**config.mk**
```make
export PLATFORM = sky130hd
export DESIGN_NAME = axis_traffic_gen_flat
export DESIGN_NICKNAME = d
export VERILOG_FILES = /design/src/rtl/noc_tg_pkg.sv /design/src/rtl/axis_traffic_gen_if.sv /design/src/rtl/noc_lfsr16.sv /design/src/rtl/axis_traffic_gen.sv /design/src/flat_wrapper.sv
export SDC_FILE = /design/constraint.sdc
export NUM_CORES = 1
export LEC_CHECK = 0
export ABC_AREA = 1
export BUFFER_PORTS_ARGS = -buffer_cell sky130_fd_sc_hd__buf_4
export CAP_MARGIN = 30
export CORE_AREA = 2 2 250 252
export CTS_BUF_LIST = sky130_fd_sc_hd__clkbuf_8
export DETAILED_ROUTE_END_ITERATION = 7
export DIE_AREA = 0 0 252 254
export HOLD_SLACK_MARGIN = 0.06
export PLACE_DENSITY = 0.49
export SLEW_MARGIN = 20
export SYNTH_ARGS = -nofsm -noshare
export SYNTH_HDL_FRONTEND = slang
export SYNTH_HIERARCHICAL = 1
export SYNTH_SLANG_ARGS = --single-unit
```
**constraint.sdc**
```tcl
create_clock -name clk -period 8.4 [get_ports clk]
set_clock_uncertainty 0.15 [all_clocks]
set_input_delay 1.68 -clock clk [delete_from_list [all_inputs] [get_ports clk]]
set_output_delay 1.68 -clock clk [all_outputs]
set_load 0.02 [all_outputs]
```
**src/rtl/noc_tg_pkg.sv**
```systemverilog
// Shared types and constants for the NoC traffic generator and any payload checker.
// The payload field offsets let checkers decode beats with the same layout.
package noc_tg_pkg;

    typedef enum logic [1:0] {
        RR    = 2'd0,
        LFSR  = 2'd1,
        FIXED = 2'd2
    } dest_mode_t;

    typedef enum logic [1:0] {
        IDLE = 2'd0,
        SEND = 2'd1,
        GAP  = 2'd2,
        DONE = 2'd3
    } tg_state_t;

    // x^16 + x^14 + x^13 + x^11 + 1 in right-shifting Fibonacci form
    localparam logic [15:0] LFSR_SEED = 16'hACE1;
    localparam logic [15:0] LFSR_TAPS = 16'h002D;

    localparam int unsigned BEAT_LSB  = 0;
    localparam int unsigned SEQ_LSB   = 16;
    localparam int unsigned SRC_LSB   = 32;
    localparam int unsigned LEN_LSB   = 40;
    localparam int unsigned BEAT_W    = 16;
    localparam int unsigned SEQ_W     = 16;
    localparam int unsigned SRC_W     = 8;
    localparam int unsigned LEN_W     = 8;
    localparam int unsigned PAYLOAD_W = 48;

    function automatic int unsigned first_dest(input int unsigned src, input int unsigned n,
                                               input bit skip);
        return (skip && src == 0) ? (1 % n) : 0;
    endfunction

endpackage

```
**src/rtl/axis_traffic_gen_if.sv**
```systemverilog
// AXI-Stream bundle driven by the traffic generator into one NoC ingress port.
interface axis_traffic_gen_if #(
    parameter int unsigned TID_WIDTH   = 2,
    parameter int unsigned TDEST_WIDTH = 4,
    parameter int unsigned TDATA_WIDTH = 512
);
    logic                   tvalid;
    logic                   tready;
    logic [TDATA_WIDTH-1:0] tdata;
    logic                   tlast;
    logic [TID_WIDTH-1:0]   tid;
    logic [TDEST_WIDTH-1:0] tdest;

    modport master (
        output tvalid, tdata, tlast, tid, tdest,
        input  tready
    );

    modport slave (
        input  tvalid, tdata, tlast, tid, tdest,
        output tready
    );
endinterface

```
**src/rtl/noc_lfsr16.sv**
```systemverilog
// 16-bit Fibonacci LFSR; next_o is the value one step ahead so callers can use it
// in the same cycle they request the step.
module noc_lfsr16
    import noc_tg_pkg::*;
(
    input  logic        clk,
    input  logic        rst,
    input  logic        step_i,
    input  logic        load_seed_i,
    output logic [15:0] next_o
);
    logic [15:0] lfsr_q, lfsr_d;
    logic        fb;

    always_comb begin
        fb     = ^(lfsr_q & LFSR_TAPS);
        next_o = {fb, lfsr_q[15:1]};
        lfsr_d = lfsr_q;
        if (load_seed_i) begin
            lfsr_d = LFSR_SEED;
        end else if (step_i) begin
            lfsr_d = next_o;
        end
    end

    always_ff @(posedge clk or posedge rst) begin
        if (rst) begin
            lfsr_q <= LFSR_SEED;
        end else begin
            lfsr_q <= lfsr_d;
        end
    end
endmodule

```
**src/rtl/axis_traffic_gen.sv**
```systemverilog
// Per-port AXI-Stream packet source with self-describing payload, destination
// patterns and saturating sent-packet / sent-beat counters.
module axis_traffic_gen
    import noc_tg_pkg::*;
#(
    parameter int unsigned NUM_ROUTERS = 4,
    parameter int unsigned TID_WIDTH   = 2,
    parameter int unsigned TDEST_WIDTH = 4,
    parameter int unsigned TDATA_WIDTH = 512,
    parameter int unsigned SRC_ID      = 0,
    parameter bit          SKIP_SELF   = 1'b1,
    parameter int unsigned LEN_WIDTH   = 8,
    parameter int unsigned CNT_WIDTH   = 32
) (
    input  logic                   clk,
    input  logic                   rst,
    input  logic                   enable,
    input  logic                   clear,
    input  logic [LEN_WIDTH-1:0]   pkt_len,
    input  logic [LEN_WIDTH-1:0]   gap_cycles,
    input  logic [CNT_WIDTH-1:0]   num_packets,
    input  logic [1:0]             dest_mode,
    input  logic [TDEST_WIDTH-1:0] fixed_dest,
    input  logic [TID_WIDTH-1:0]   tid_cfg,
    axis_traffic_gen_if.master     axis,
    output logic                   done,
    output logic [CNT_WIDTH-1:0]   pkts_sent,
    output logic [CNT_WIDTH-1:0]   beats_sent
);
    localparam logic [TDEST_WIDTH-1:0] FIRST_DEST =
        TDEST_WIDTH'(first_dest(SRC_ID, NUM_ROUTERS, SKIP_SELF));

    tg_state_t              state_q, state_d;
    logic [LEN_WIDTH-1:0]   beat_q, beat_d;
    logic [LEN_WIDTH-1:0]   len_q, len_d;
    logic [LEN_WIDTH-1:0]   gap_q, gap_d;
    logic [LEN_WIDTH-1:0]   gap_cnt_q, gap_cnt_d;
    logic [CNT_WIDTH-1:0]   num_q, num_d;
    logic [SEQ_W-1:0]       seq_q, seq_d;
    logic [TDEST_WIDTH-1:0] rr_q, rr_d;
    logic [CNT_WIDTH-1:0]   pkts_q, pkts_d;
    logic [CNT_WIDTH-1:0]   beats_q, beats_d;
    logic                   done_q, done_d;
    logic                   tvalid_q, tvalid_d;
    logic                   tlast_q, tlast_d;
    logic [TDEST_WIDTH-1:0] tdest_q, tdest_d;
    logic [TID_WIDTH-1:0]   tid_q, tid_d;
    logic [PAYLOAD_W-1:0]   pay_q, pay_d;

    logic                   hs, start, clr;
    logic                   lfsr_step;
    logic [15:0]            lfsr_nxt;
    logic [LEN_WIDTH-1:0]   len_in;
    logic [TDEST_WIDTH-1:0] start_dest;
    dest_mode_t             mode_in;

    noc_lfsr16 u_lfsr (
        .clk        (clk),
        .rst        (rst),
        .step_i     (lfsr_step),
        .load_seed_i(clr),
        .next_o     (lfsr_nxt)
    );

    function automatic logic [TDEST_WIDTH-1:0] rr_next(input logic [TDEST_WIDTH-1:0] p);
        int unsigned n;
        n = (32'(p) + 1) % NUM_ROUTERS;
        if (SKIP_SELF && n == SRC_ID) n = (n + 1) % NUM_ROUTERS;
        return TDEST_WIDTH'(n);
    endfunction

    function automatic logic [TDEST_WIDTH-1:0] lfsr_dest(input logic [15:0] v);
        int unsigned d;
        d = 32'(v) % NUM_ROUTERS;
        if (SKIP_SELF && d == SRC_ID) d = (d + 1) % NUM_ROUTERS;
        return TDEST_WIDTH'(d);
    endfunction

    function automatic logic [CNT_WIDTH-1:0] sat_inc(input logic [CNT_WIDTH-1:0] x);
        return (x == '1) ? x : x + CNT_WIDTH'(1);
    endfunction

    always_comb begin
        mode_in = dest_mode_t'(dest_mode);
        len_in  = (pkt_len == '0) ? LEN_WIDTH'(1) : pkt_len;
        case (mode_in)
            RR:      start_dest = rr_q;
            LFSR:    start_dest = lfsr_dest(lfsr_nxt);
            default: start_dest = fixed_dest;
        endcase
    end

    always_comb begin
        state_d   = state_q;
        beat_d    = beat_q;
        len_d     = len_q;
        gap_d     = gap_q;
        gap_cnt_d = gap_cnt_q;
        num_d     = num_q;
        seq_d     = seq_q;
        rr_d      = rr_q;
        pkts_d    = pkts_q;
        beats_d   = beats_q;
        done_d    = done_q;
        tvalid_d  = tvalid_q;
        tlast_d   = tlast_q;
        tdest_d   = tdest_q;
        tid_d     = tid_q;
        pay_d     = pay_q;
        lfsr_step = 1'b0;
        start     = 1'b0;
        hs        = tvalid_q & axis.tready;
        clr       = clear & ((state_q == IDLE) | (state_q == DONE));

        unique case (state_q)
            IDLE: begin
                if (enable && !clear) start = 1'b1;
            end
            SEND: begin
                if (hs) begin
                    beats_d = sat_inc(beats_q);
                    if (tlast_q) begin
                        pkts_d = sat_inc(pkts_q);
                        seq_d  = seq_q + SEQ_W'(1);
                        if (num_q != '0 && pkts_q + CNT_WIDTH'(1) == num_q) begin
                            state_d  = DONE;
                            done_d   = 1'b1;
                            tvalid_d = 1'b0;
                        end else if (!enable) begin
                            state_d  = IDLE;
                            tvalid_d = 1'b0;
                        end else if (gap_q == '0) begin
                            start = 1'b1;
                        end else begin
                            state_d   = GAP;
                            gap_cnt_d = gap_q;
                            tvalid_d  = 1'b0;
                        end
                    end else begin
                        beat_d  = beat_q + LEN_WIDTH'(1);
                        tlast_d = (beat_d == len_q - LEN_WIDTH'(1));
                    end
                end
            end
            GAP: begin
                if (gap_cnt_q == LEN_WIDTH'(1)) begin
                    if (enable) start = 1'b1;
                    else        state_d = IDLE;
                end else begin
                    gap_cnt_d = gap_cnt_q - LEN_WIDTH'(1);
                end
            end
            DONE: begin
                if (!enable) state_d = IDLE;
            end
        endcase

        // New packet: config re-latched from the live inputs every time
        if (start) begin
            state_d   = SEND;
            len_d     = len_in;
            gap_d     = gap_cycles;
            num_d     = num_packets;
            tid_d     = tid_cfg;
            beat_d    = '0;
            tvalid_d  = 1'b1;
            tlast_d   = (len_in == LEN_WIDTH'(1));
            tdest_d   = start_dest;
            if (mode_in == RR) rr_d = rr_next(rr_q);
            lfsr_step = (mode_in == LFSR);
        end

        if (clr) begin
            pkts_d  = '0;
            beats_d = '0;
            seq_d   = '0;
            rr_d    = FIRST_DEST;
            done_d  = 1'b0;
        end

        if (!tvalid_d) begin
            tlast_d = 1'b0;
            tdest_d = '0;
            tid_d   = '0;
            pay_d   = '0;
        end else begin
            pay_d = '0;
            pay_d[BEAT_LSB +: BEAT_W] = BEAT_W'(beat_d);
            pay_d[SEQ_LSB  +: SEQ_W]  = seq_d;
            pay_d[SRC_LSB  +: SRC_W]  = SRC_W'(SRC_ID);
            pay_d[LEN_LSB  +: LEN_W]  = LEN_W'(len_d);
        end
    end

    always_ff @(posedge clk or posedge rst) begin
        if (rst) begin
            state_q   <= IDLE;
            beat_q    <= '0;
            len_q     <= '0;
            gap_q     <= '0;
            gap_cnt_q <= '0;
            num_q     <= '0;
            seq_q     <= '0;
            rr_q      <= FIRST_DEST;
            pkts_q    <= '0;
            beats_q   <= '0;
            done_q    <= 1'b0;
            tvalid_q  <= 1'b0;
            tlast_q   <= 1'b0;
            tdest_q   <= '0;
            tid_q     <= '0;
            pay_q     <= '0;
        end else begin
            state_q   <= state_d;
            beat_q    <= beat_d;
            len_q     <= len_d;
            gap_q     <= gap_d;
            gap_cnt_q <= gap_cnt_d;
            num_q     <= num_d;
            seq_q     <= seq_d;
            rr_q      <= rr_d;
            pkts_q    <= pkts_d;
            beats_q   <= beats_d;
            done_q    <= done_d;
            tvalid_q  <= tvalid_d;
            tlast_q   <= tlast_d;
            tdest_q   <= tdest_d;
            tid_q     <= tid_d;
            pay_q     <= pay_d;
        end
    end

    assign axis.tvalid = tvalid_q;
    assign axis.tlast  = tlast_q;
    assign axis.tdest  = tdest_q;
    assign axis.tid    = tid_q;
    assign axis.tdata  = TDATA_WIDTH'(pay_q);
    assign done        = done_q;
    assign pkts_sent   = pkts_q;
    assign beats_sent  = beats_q;
endmodule
```
**src/flat_wrapper.sv**
```systemverilog
// flat-port wrapper written by rule: the top's interface ports become plain ports
module axis_traffic_gen_flat import noc_tg_pkg::*;
#(
    parameter int unsigned NUM_ROUTERS = 4,
    parameter int unsigned TID_WIDTH   = 2,
    parameter int unsigned TDEST_WIDTH = 4,
    parameter int unsigned TDATA_WIDTH = 512,
    parameter int unsigned SRC_ID      = 0,
    parameter bit          SKIP_SELF   = 1'b1,
    parameter int unsigned LEN_WIDTH   = 8,
    parameter int unsigned CNT_WIDTH   = 32
)
  (clk, rst, enable, clear, pkt_len, gap_cycles, num_packets, dest_mode, fixed_dest, tid_cfg, done, pkts_sent, beats_sent, axis_tvalid, axis_tdata, axis_tlast, axis_tid, axis_tdest, axis_tready);
  axis_traffic_gen_if #(.TID_WIDTH(TID_WIDTH), .TDEST_WIDTH(TDEST_WIDTH), .TDATA_WIDTH(TDATA_WIDTH)) axis_i ();
  input  logic clk;
  input  logic rst;
  input  logic enable;
  input  logic clear;
  input  logic [LEN_WIDTH-1:0] pkt_len;
  input  logic [LEN_WIDTH-1:0] gap_cycles;
  input  logic [CNT_WIDTH-1:0] num_packets;
  input  logic [1:0] dest_mode;
  input  logic [TDEST_WIDTH-1:0] fixed_dest;
  input  logic [TID_WIDTH-1:0] tid_cfg;
  output logic done;
  output logic [CNT_WIDTH-1:0] pkts_sent;
  output logic [CNT_WIDTH-1:0] beats_sent;
  output wire logic [$bits(axis_i.tvalid)-1:0] axis_tvalid;
  output wire logic [$bits(axis_i.tdata)-1:0] axis_tdata;
  output wire logic [$bits(axis_i.tlast)-1:0] axis_tlast;
  output wire logic [$bits(axis_i.tid)-1:0] axis_tid;
  output wire logic [$bits(axis_i.tdest)-1:0] axis_tdest;
  input wire logic [$bits(axis_i.tready)-1:0] axis_tready;
  assign axis_tvalid = axis_i.tvalid;
  assign axis_tdata = axis_i.tdata;
  assign axis_tlast = axis_i.tlast;
  assign axis_tid = axis_i.tid;
  assign axis_tdest = axis_i.tdest;
  assign axis_i.tready = axis_tready;
  axis_traffic_gen #(.NUM_ROUTERS(NUM_ROUTERS), .TID_WIDTH(TID_WIDTH), .TDEST_WIDTH(TDEST_WIDTH), .TDATA_WIDTH(TDATA_WIDTH), .SRC_ID(SRC_ID), .SKIP_SELF(SKIP_SELF), .LEN_WIDTH(LEN_WIDTH), .CNT_WIDTH(CNT_WIDTH)) u_core (.clk(clk), .rst(rst), .enable(enable), .clear(clear), .pkt_len(pkt_len), .gap_cycles(gap_cycles), .num_packets(num_packets), .dest_mode(dest_mode), .fixed_dest(fixed_dest), .tid_cfg(tid_cfg), .axis(axis_i), .done(done), .pkts_sent(pkts_sent), .beats_sent(beats_sent));
endmodule
```
==> out/qor.txt <==
# DRC: 0
Clock tree sinks: 205
Via density: 3.85
Final Net Count: 2246
Initial core utilization: 24.1%
P_leak: 0.00833 uW
Arr. time, crit path: 4.55 ns
Crit. End Element: register
Reg clk slew, reported paths: 0.06 ns
Die Height: 254 um
CP required: 8.76 ns
Critical path class: reg2reg
Minimum clock period: 4.20 ns
CP max stage cell: nor3_1
Worst skew pair latency: 0.61 ns
Post-CTS sizing: 0
WL per Instance: 13.7 um
Synthesized instance count: 1984
Cells along the critical path: nand2_1 > nor2_4 > nand2_2 > nor2_4 > nand2_1 > nand2_1 > nand2_1 > nand2_1 > nand2_1 > nand3b_1 > nor2_1 > nand3_2 > nand4_2 > nand2_1 > nand2_2 > nor3_1 > nand2_4 > inv_2 > nand2_1 > o21ai_1
Vias in the first global route: 10.4k
Final period util: 49.9%
Antenna-violating nets left: 0
Filler cell count in the final layout: 6870
Routability Congestion: 0.885
Cts bufs inserted: 43
Final Setup Violations: 0
CTS Root Cell: clkbuf_8
Share of cells above drive strength 1: 12.9%
Initial antenna violation count: 3
Setup TNS Final: 0 ns
Max Cap Violations: 0
Critical path launch point type: register
Max Clock Freq: 238 MHz
RSZ-0062 raised after global routing: false
Most frequent cells in the layout: 480 x conb_1, 406 x nand2_1, 221 x inv_1
Slew Viols, Final: 0
Worst hold path class: reg2reg
CP Max Fanout: 31
Avg Inst Size Synth: 7.43 um^2
CP peak stage delay: 0.71 ns
Rel. slew slack: 42.2%
First-pass GRT wire length: 60500 um
Final Hold Vio Count: 0
Row count: 91
CTS Hold Bufs: 0
Via count: 11.5k
Top Ports: 646
Core area: 61300 um^2
Area grow syn2layout: 9.05%
CP top delay family: simple AND/OR/NAND/NOR gates
CTS tree: yes
VDD IR-drop max: 0.000142 V
Bufs and invs on worst path: 1
Worst-margin pin slew: 0.867 ns
Hold slack: 0.308 ns
Setup bufs post-CTS: 0
DR iter-0 viols: 699
Input/output buffers: 165
Commonest non-fill, non-tap cell in the layout: conb_1
Yosys warning total: 6
Routed wire length: 41000 um
Pwr/cell area: 239 nW/um^2
H-Tree Depth: 2
Cell repeated most along the worst path: nand2_1
HPWL Detailed: 30900 um
Antenna cell count: 0
Die width: 252 um
All-layer global routing usage: 12.2%
GRT Residual Overflow: 0
Mapped cell area: 14700 um^2
Die area: 64000 um^2
Largest net degree at the start of global routing: 133
Status: finished clean
Clock Path Buffers: 3
Drt pass-1 iters: 5
-- registers in the layout, summed over array words and instances, names as in the netlist, 16 cells and up --
signal	count
u_core/beats_sent	32
u_core/pkts_sent	32
u_core/pay_q	32
u_core/u_lfsr/lfsr_q	16
u_core/num_q	32
u_core/seq_q	16
-- report_power, final --
group	total (uW)	internal (uW)	switching (uW)
Clock	1220	732	485
Sequential	1360	1190	162
Combinational	1260	377	886
Total	3840	2300	1530
-- worst reg2reg max path, stage by stage, from the launching register on --
cell      delay (ns)
dfrtp_1         0.46
nand2_1         0.13
nor2_4          0.23
nand2_2         0.16
nor2_4          0.31
nand2_1         0.09
nand2_1         0.09
nand2_1         0.07
nand2_1         0.09
nand2_1         0.08
nand3b_1        0.11
nor2_1          0.06
nand3_2         0.19
nand4_2         0.16
nand2_1         0.13
nand2_2         0.44
nor3_1          0.71
nand2_4         0.16
inv_2           0.17
nand2_1         0.06
o21ai_1         0.07
-- metrics by stage --
step	std cells	util [%]	cell area (um^2)	power, uW	setup WS (ns)
floorplan	2463	-	16500	2420	1.43
global placement	2915	24.6	15100	2650	3.58
detailed placement	2915	24.6	15100	2640	3.64
CTS	2991	26.2	16100	3910	4.12
global route	2992	26.2	16100	4120	3.69
finish	2992	26.2	16100	3840	4.20
-- metal layers --
metal	vias up	share of wire [%]	track usage, %
li1	5671	-	-
met4	6	2.3	3.65
met1	5385	44	16.3
met3	68	6.9	3.18
met2	391	46	19.3
met5	-	0.090	0
-- final cells by class --
class,count,area [um^2],share of cell area [%]
inverter,222,841,5.23
tap,790,988,6.15
sequential,205,5140,32.0
multi-input combinational,1525,6800,42.3
timing repair buffer,174,1330,8.25
clock inverter,15,146,0.910
clock buffer,61,840,5.22
-- path summary, 6_finish.rpt --
path | start | endpoint | slack (ns) | cells past startpoint
max in group asynchronous | rst | u_core/num_q[15] | 5.59 | 4
setup reg to reg | u_core/pkts_sent[2] | u_core/u_lfsr/lfsr_q[14] | 4.20 | 20
min in group asynchronous | rst | u_core/len_q[3] | 0.91 | 2
setup / recovery | u_core/pkts_sent[2] | u_core/u_lfsr/lfsr_q[14] | 4.20 | 20
hold / removal | u_core/seq_q[15] | u_core/seq_q[15] | 0.31 | 1
hold reg to reg | u_core/seq_q[15] | u_core/seq_q[15] | 0.31 | 1
No activity file was read; power rests on OpenSTA's default activity.
